### config.mk
export PLATFORM = sky130hd
export DESIGN_NAME = denormalizer
export DESIGN_NICKNAME = d
export VERILOG_FILES = /design/src/rtl/denormalizer_pkg.sv /design/src/rtl/denormalizer_right_shifter.sv /design/src/rtl/denormalizer.sv
export SDC_FILE = /design/constraint.sdc
export NUM_CORES = 1
export LEC_CHECK = 0
export ABC_AREA = 0
export BUFFER_PORTS_ARGS = -buffer_cell sky130_fd_sc_hd__clkbuf_2
export CAP_MARGIN = 0
export CORE_MARGIN = 5
export CORE_UTILIZATION = 55
export DETAILED_ROUTE_END_ITERATION = 6
export HOLD_SLACK_MARGIN = 0.12
export PLACE_DENSITY = 0.77
export SLEW_MARGIN = 15
export SYNTH_ARGS = -nofsm -noshare
export SYNTH_HDL_FRONTEND = slang
export SYNTH_SLANG_ARGS = --single-unit
### constraint.sdc
create_clock -name clk -period 5.25 [get_ports clk]
set_input_delay 0.525 -clock clk [delete_from_list [all_inputs] [get_ports clk]]
set_output_delay 0.525 -clock clk [all_outputs]
set_load 0.01 [all_outputs]
### src/rtl/denormalizer_pkg.sv
// Shared FPU constants and types for the denormalizer pipeline.
// Also provides the saturating shift-count helper used by stage 1.
package denormalizer_pkg;

    localparam int EXPONENT_WIDTH   = 10;
    localparam int FRACTION_WIDTH   = 49;
    localparam int MAX_DENORM_SHIFT = 49;
    localparam int SHIFT_WIDTH      = 6;

    typedef logic [EXPONENT_WIDTH-1:0] exponent_t;
    typedef logic [EXPONENT_WIDTH:0]   wide_shift_t;
    typedef logic [FRACTION_WIDTH-1:0] fraction_t;
    typedef logic [SHIFT_WIDTH-1:0]    shift_t;

    typedef struct packed {
        exponent_t exponent;
        fraction_t fraction;
        logic      sticky;
        logic      denorm;
        shift_t    shift;
    } stage1_t;

    // 1 - exponent spans 1..513 for exponent <= 0; anything past a full
    // shift-out behaves identically, so clamp to MAX_DENORM_SHIFT.
    function automatic shift_t sat_shift(input exponent_t exponent);
        wide_shift_t full;
        full = wide_shift_t'(1) - {exponent[EXPONENT_WIDTH-1], exponent};
        if (full >= wide_shift_t'(MAX_DENORM_SHIFT)) begin
            return shift_t'(MAX_DENORM_SHIFT);
        end
        return full[SHIFT_WIDTH-1:0];
    endfunction

endpackage

### src/rtl/denormalizer_right_shifter.sv
// Combinational logical right shifter that also reports whether any 1 bit
// fell off the bottom. A count of 49 shifts everything out.
module denormalizer_right_shifter
    import denormalizer_pkg::*;
(
    input  logic [SHIFT_WIDTH-1:0]    shift_count,
    input  logic [FRACTION_WIDTH-1:0] operand,
    output logic [FRACTION_WIDTH-1:0] result,
    output logic                      shifted_out_sticky
);

    localparam fraction_t ALL_ONES = '1;

    assign result = operand >> shift_count;
    // Bits below the shift point are exactly the ones that leave.
    assign shifted_out_sticky = |(operand & ~(ALL_ONES << shift_count));

endmodule

### src/rtl/denormalizer.sv
// Two-stage denormalizer: stage 1 captures the operand and shift decision,
// stage 2 captures the shifted result presented on the outputs.
module denormalizer
    import denormalizer_pkg::*;
(
    input  logic                      clk,
    input  logic                      reset,
    input  logic                      in_valid,
    output logic                      in_ready,
    input  logic                      denormalize,
    input  logic [EXPONENT_WIDTH-1:0] normalized_exponent,
    input  logic [FRACTION_WIDTH-1:0] normalized_fraction,
    input  logic                      sticky_in,
    output logic                      out_valid,
    input  logic                      out_ready,
    output logic [EXPONENT_WIDTH-1:0] denormalized_exponent,
    output logic [FRACTION_WIDTH-1:0] denormalized_fraction,
    output logic                      sticky_out
);

    // Handshake: a transfer happens on a rising edge where valid and ready are
    // both 1; a stage loads when it is empty or the stage after it advances,
    // and stage 2 holds its data unchanged while out_valid=1 and out_ready=0.

    stage1_t   s1_q, s1_d;
    logic      s1_valid_q, s1_valid_d;
    logic      s2_valid_q, s2_valid_d;
    exponent_t s2_exponent_q, s2_exponent_d;
    fraction_t s2_fraction_q, s2_fraction_d;
    logic      s2_sticky_q, s2_sticky_d;

    logic      s1_advance;
    logic      exponent_nonpositive;
    fraction_t shifted_fraction;
    logic      shifted_sticky;

    denormalizer_right_shifter u_shifter (
        .shift_count        (s1_q.shift),
        .operand            (s1_q.fraction),
        .result             (shifted_fraction),
        .shifted_out_sticky (shifted_sticky)
    );

    assign exponent_nonpositive = normalized_exponent[EXPONENT_WIDTH-1]
                                  || (normalized_exponent == '0);

    always_comb begin
        s1_advance    = !s2_valid_q || out_ready;
        in_ready      = !s1_valid_q || s1_advance;
        s1_d          = s1_q;
        s1_valid_d    = s1_valid_q;
        s2_valid_d    = s2_valid_q;
        s2_exponent_d = s2_exponent_q;
        s2_fraction_d = s2_fraction_q;
        s2_sticky_d   = s2_sticky_q;

        if (in_ready) begin
            s1_valid_d = in_valid;
            if (in_valid) begin
                s1_d.exponent = normalized_exponent;
                s1_d.fraction = normalized_fraction;
                s1_d.sticky   = sticky_in;
                s1_d.denorm   = denormalize && exponent_nonpositive;
                s1_d.shift    = sat_shift(normalized_exponent);
            end
        end

        if (s1_advance) begin
            s2_valid_d = s1_valid_q;
            if (s1_valid_q) begin
                if (s1_q.denorm) begin
                    s2_exponent_d = '0;
                    s2_fraction_d = shifted_fraction;
                    s2_sticky_d   = s1_q.sticky || shifted_sticky;
                end else begin
                    s2_exponent_d = s1_q.exponent;
                    s2_fraction_d = s1_q.fraction;
                    s2_sticky_d   = s1_q.sticky;
                end
            end
        end
    end

    always_ff @(posedge clk) begin
        if (reset) begin
            s1_q          <= '0;
            s1_valid_q    <= 1'b0;
            s2_valid_q    <= 1'b0;
            s2_exponent_q <= '0;
            s2_fraction_q <= '0;
            s2_sticky_q   <= 1'b0;
        end else begin
            s1_q          <= s1_d;
            s1_valid_q    <= s1_valid_d;
            s2_valid_q    <= s2_valid_d;
            s2_exponent_q <= s2_exponent_d;
            s2_fraction_q <= s2_fraction_d;
            s2_sticky_q   <= s2_sticky_d;
        end
    end

    assign out_valid             = s2_valid_q;
    assign denormalized_exponent = s2_exponent_q;
    assign denormalized_fraction = s2_fraction_q;
    assign sticky_out            = s2_sticky_q;

endmodule

==> impl_metrics.env <==
export IMPL_status="completed"
export IMPL_grt_start_max_net_pins=69
export IMPL_critPathMaxFanout=47
export IMPL_final_layout_size_suffix_gt1_share_pct=23.1
export IMPL_grt_remaining_overflow=0
export IMPL_ctsResizeCount=0
export IMPL_n_antenna_cell=0
export IMPL_setup_viol=0
export IMPL_syn_inst=1135
export IMPL_slew_headroom_pct=24.9
export IMPL_rows=47
export IMPL_avgSynthCellArea_um2=8.16
export IMPL_initial_core_util_pct=56.0
export IMPL_synth_enable_flop_cells=0
export IMPL_antenna_found_initial=1
export IMPL_cts_tree="built"
export IMPL_vias=9871
export IMPL_worst_skew_pair_late_latency_ps=430
export IMPL_syn_to_final_growth_pct=11.6
export IMPL_worst_r2r_setup_slack_ps=1770
export IMPL_die_h_um=140
export IMPL_synth_area_um2=9260
export IMPL_gp_congestion=1.11
export IMPL_synth_compound_area_share_pct=23.5
export IMPL_ys_ff_latch=129
export IMPL_cts_sinks=129
export IMPL_multi_input_area_um2=6030
export IMPL_drc=0
export IMPL_synth_xor_area_share_pct=0.284
export IMPL_grt_pass1_wl_um=56100
export IMPL_post_drt_wl_per_cell_um=25.9
export IMPL_cts_root_buf="clkbuf_16"
export IMPL_max_cap_violations=0
export IMPL_skew_ps=10.5
export IMPL_min_path_type="in2reg"
export IMPL_fin_ws_ps=1770
export IMPL_synthAdderAreaFrac_pct=0.270
export IMPL_finalMaxSlewViolations=0
export IMPL_vdd_drop_max_mv=0.214
export IMPL_synthFlopType="dfxtp_1"
export IMPL_seq_area_frac_synth_pct=27.9
export IMPL_holdWs_ps=310
export IMPL_most_common_layout_cells="nand2_1 (199), a21oi_1 (134), dfxtp_1 (125), clkbuf_2 (125), nor2_1 (81)"
export IMPL_cts_buffers=17
export IMPL_drtAntennaViolNets=0
export IMPL_vias_per_cell=7.05
export IMPL_synth_mux_area_share_pct=22.4
export IMPL_core_region_area_um2=16500
export IMPL_critPathKind="reg2reg"
export IMPL_synth_simple_area_share_pct=18.5
export IMPL_min_period_over_period_pct=66.3
export IMPL_grt_pass1_vias=9131
export IMPL_dieArea_um2=19500
export IMPL_post_cts_buffers=0
export IMPL_routed_wl_um=36300
export IMPL_hpwl_um=24900
export IMPL_clkTransAtPathRegs_ps=60
export IMPL_power_leakage_nw=3.92
export IMPL_endpoint_kind="flop"
export IMPL_worstPathRequired_ps=5540
export IMPL_synth_top_family_by_area="compound AO/OA/AOI/OAI gates"
export IMPL_drt_iter0_drc=2006
export IMPL_period_minus_slack_ps=3480
export IMPL_grt_total_usage_pct=36.5
export IMPL_startpoint_type="flop"
export IMPL_hold_viol=0
export IMPL_final_util_pct=62.5
export IMPL_worst_pin_slew_ps=1120
export IMPL_htreeDepth=4
export IMPL_seq_area_um2=2590
export IMPL_syn_nets=1202
export IMPL_synth_distinct_cells=76
export IMPL_rsz0062_at_grt="no"
export IMPL_pre_cts_slack_ps=2040
export IMPL_synthArstFlopShare_pct=0
export IMPL_io_pins=127
export IMPL_port_buffers=126
export IMPL_arrival_ps=3770
export IMPL_final_common_cell="nand2_1"
export IMPL_ys_warn_count=0
export IMPL_fmax_mhz=287
export IMPL_tns_ps=0
export IMPL_dr_pass1_iters=6
export IMPL_nNetsFinal=1234
export IMPL_die_x_um=140
export IMPL_hold_buffers=0
export IMPL_powerDensity_nw_per_um2=284
export IMPL_cts_path_max_buffers=2
export IMPL_nFillCells=1452
cells in the mapped netlist (all sizes together), types with 6 or more instances:
library cell  number  share of area [%]
nand2            200                8.1
a21oi            135                7.3
dfxtp            129                 28
nor2              81                3.3
clkbuf            79                3.2
mux4              61                 15
o21ai             53                2.9
mux2i             52                5.6
buf               49                3.4
nand3             27                1.5
a221oi            23                2.2
nor3              20                1.1
a31oi             18                1.2
inv               16               0.65
mux2              16                1.9
o22ai             14                1.0
a211oi            13                1.1
or3               13               0.88
nor4               9               0.68
o211ai             9               0.73
a311oi             7               0.66
o31ai              7               0.57
a211o              6               0.57
nand4              6               0.41
nor2b              6               0.41
o221ai             6               0.57
or2                6               0.41
layer usage:
metal	GRT usage [%]	wire length, um	vias to the layer above
met5	0	7	-
met4	18.0	2240	2
met3	10.6	5060	181
met2	52.9	15200	853
met1	49.7	13800	4560
li1	-	-	4275
state kept, by name (all words and copies together) (netlist names):
signal,flops
s1_q,67
sticky_out,1
denormalized_fraction,49
s1_valid_q,1
denormalized_exponent,10
out_valid,1
critical path: stages, from the launching register on:
cell	delay [ps]
dfxtp_2	770
buf_4	670
inv_2	540
mux2_2	430
a221oi_1	630
a211o_1	190
a21oi_1	70
power breakdown:
group          internal [mW]  switching, mW
clock network          0.784          0.492
logic                  0.203          0.308
registers               1.03          0.116
cell families (layout without fill, tap and decap cells):
family                   after synthesis  in the layout
adder cells (fa/ha/maj)                2              2
AND/OR/NAND/NOR                      390            390
AO/OA/AOI/OAI                        338            338
multiplexers                         129            129
flip-flops                           129            129
buffers and inverters                144            189
XOR/XNOR                               3              3
cell type report:
| type | count | share of cell area (%) |
|---|---|---|
| clock inverters | 12 | 1.63 |
| inverters | 16 | 0.581 |
| multi-input cells | 862 | 58.4 |
| flip-flops and latches | 129 | 25.1 |
| well taps | 220 | 2.66 |
| repair buffers | 141 | 7.22 |
| clock buffers | 20 | 4.42 |
path summary, 6_finish.rpt:
check | to | startpoint | cells past startpoint
setup / recovery | denormalized_fraction[2]$_SDFFE_PP0P_ | s1_q[0]$_SDFFE_PP0P_ | 6
hold / removal | s1_q[48]$_SDFFE_PP0P_ | normalized_fraction[40] | 3
setup reg to reg | denormalized_fraction[2]$_SDFFE_PP0P_ | s1_q[0]$_SDFFE_PP0P_ | 6
hold reg to reg | denormalized_exponent[8]$_SDFFE_PP0P_ | denormalized_exponent[8]$_SDFFE_PP0P_ | 2
per-stage QoR:
| step | area, um^2 | total power, mW | cells |
|---|---|---|---|
| finish | 10300 | 2.94 | 1400 |
| global route | 10300 | 3.03 | 1400 |
| CTS | 10300 | 2.92 | 1400 |
| detailed placement | 9710 | 1.65 | 1368 |
| global placement | 9710 | 1.65 | 1368 |
| floorplan | 9260 | 1.46 | 1135 |
(Power assumes the default switching activity.)
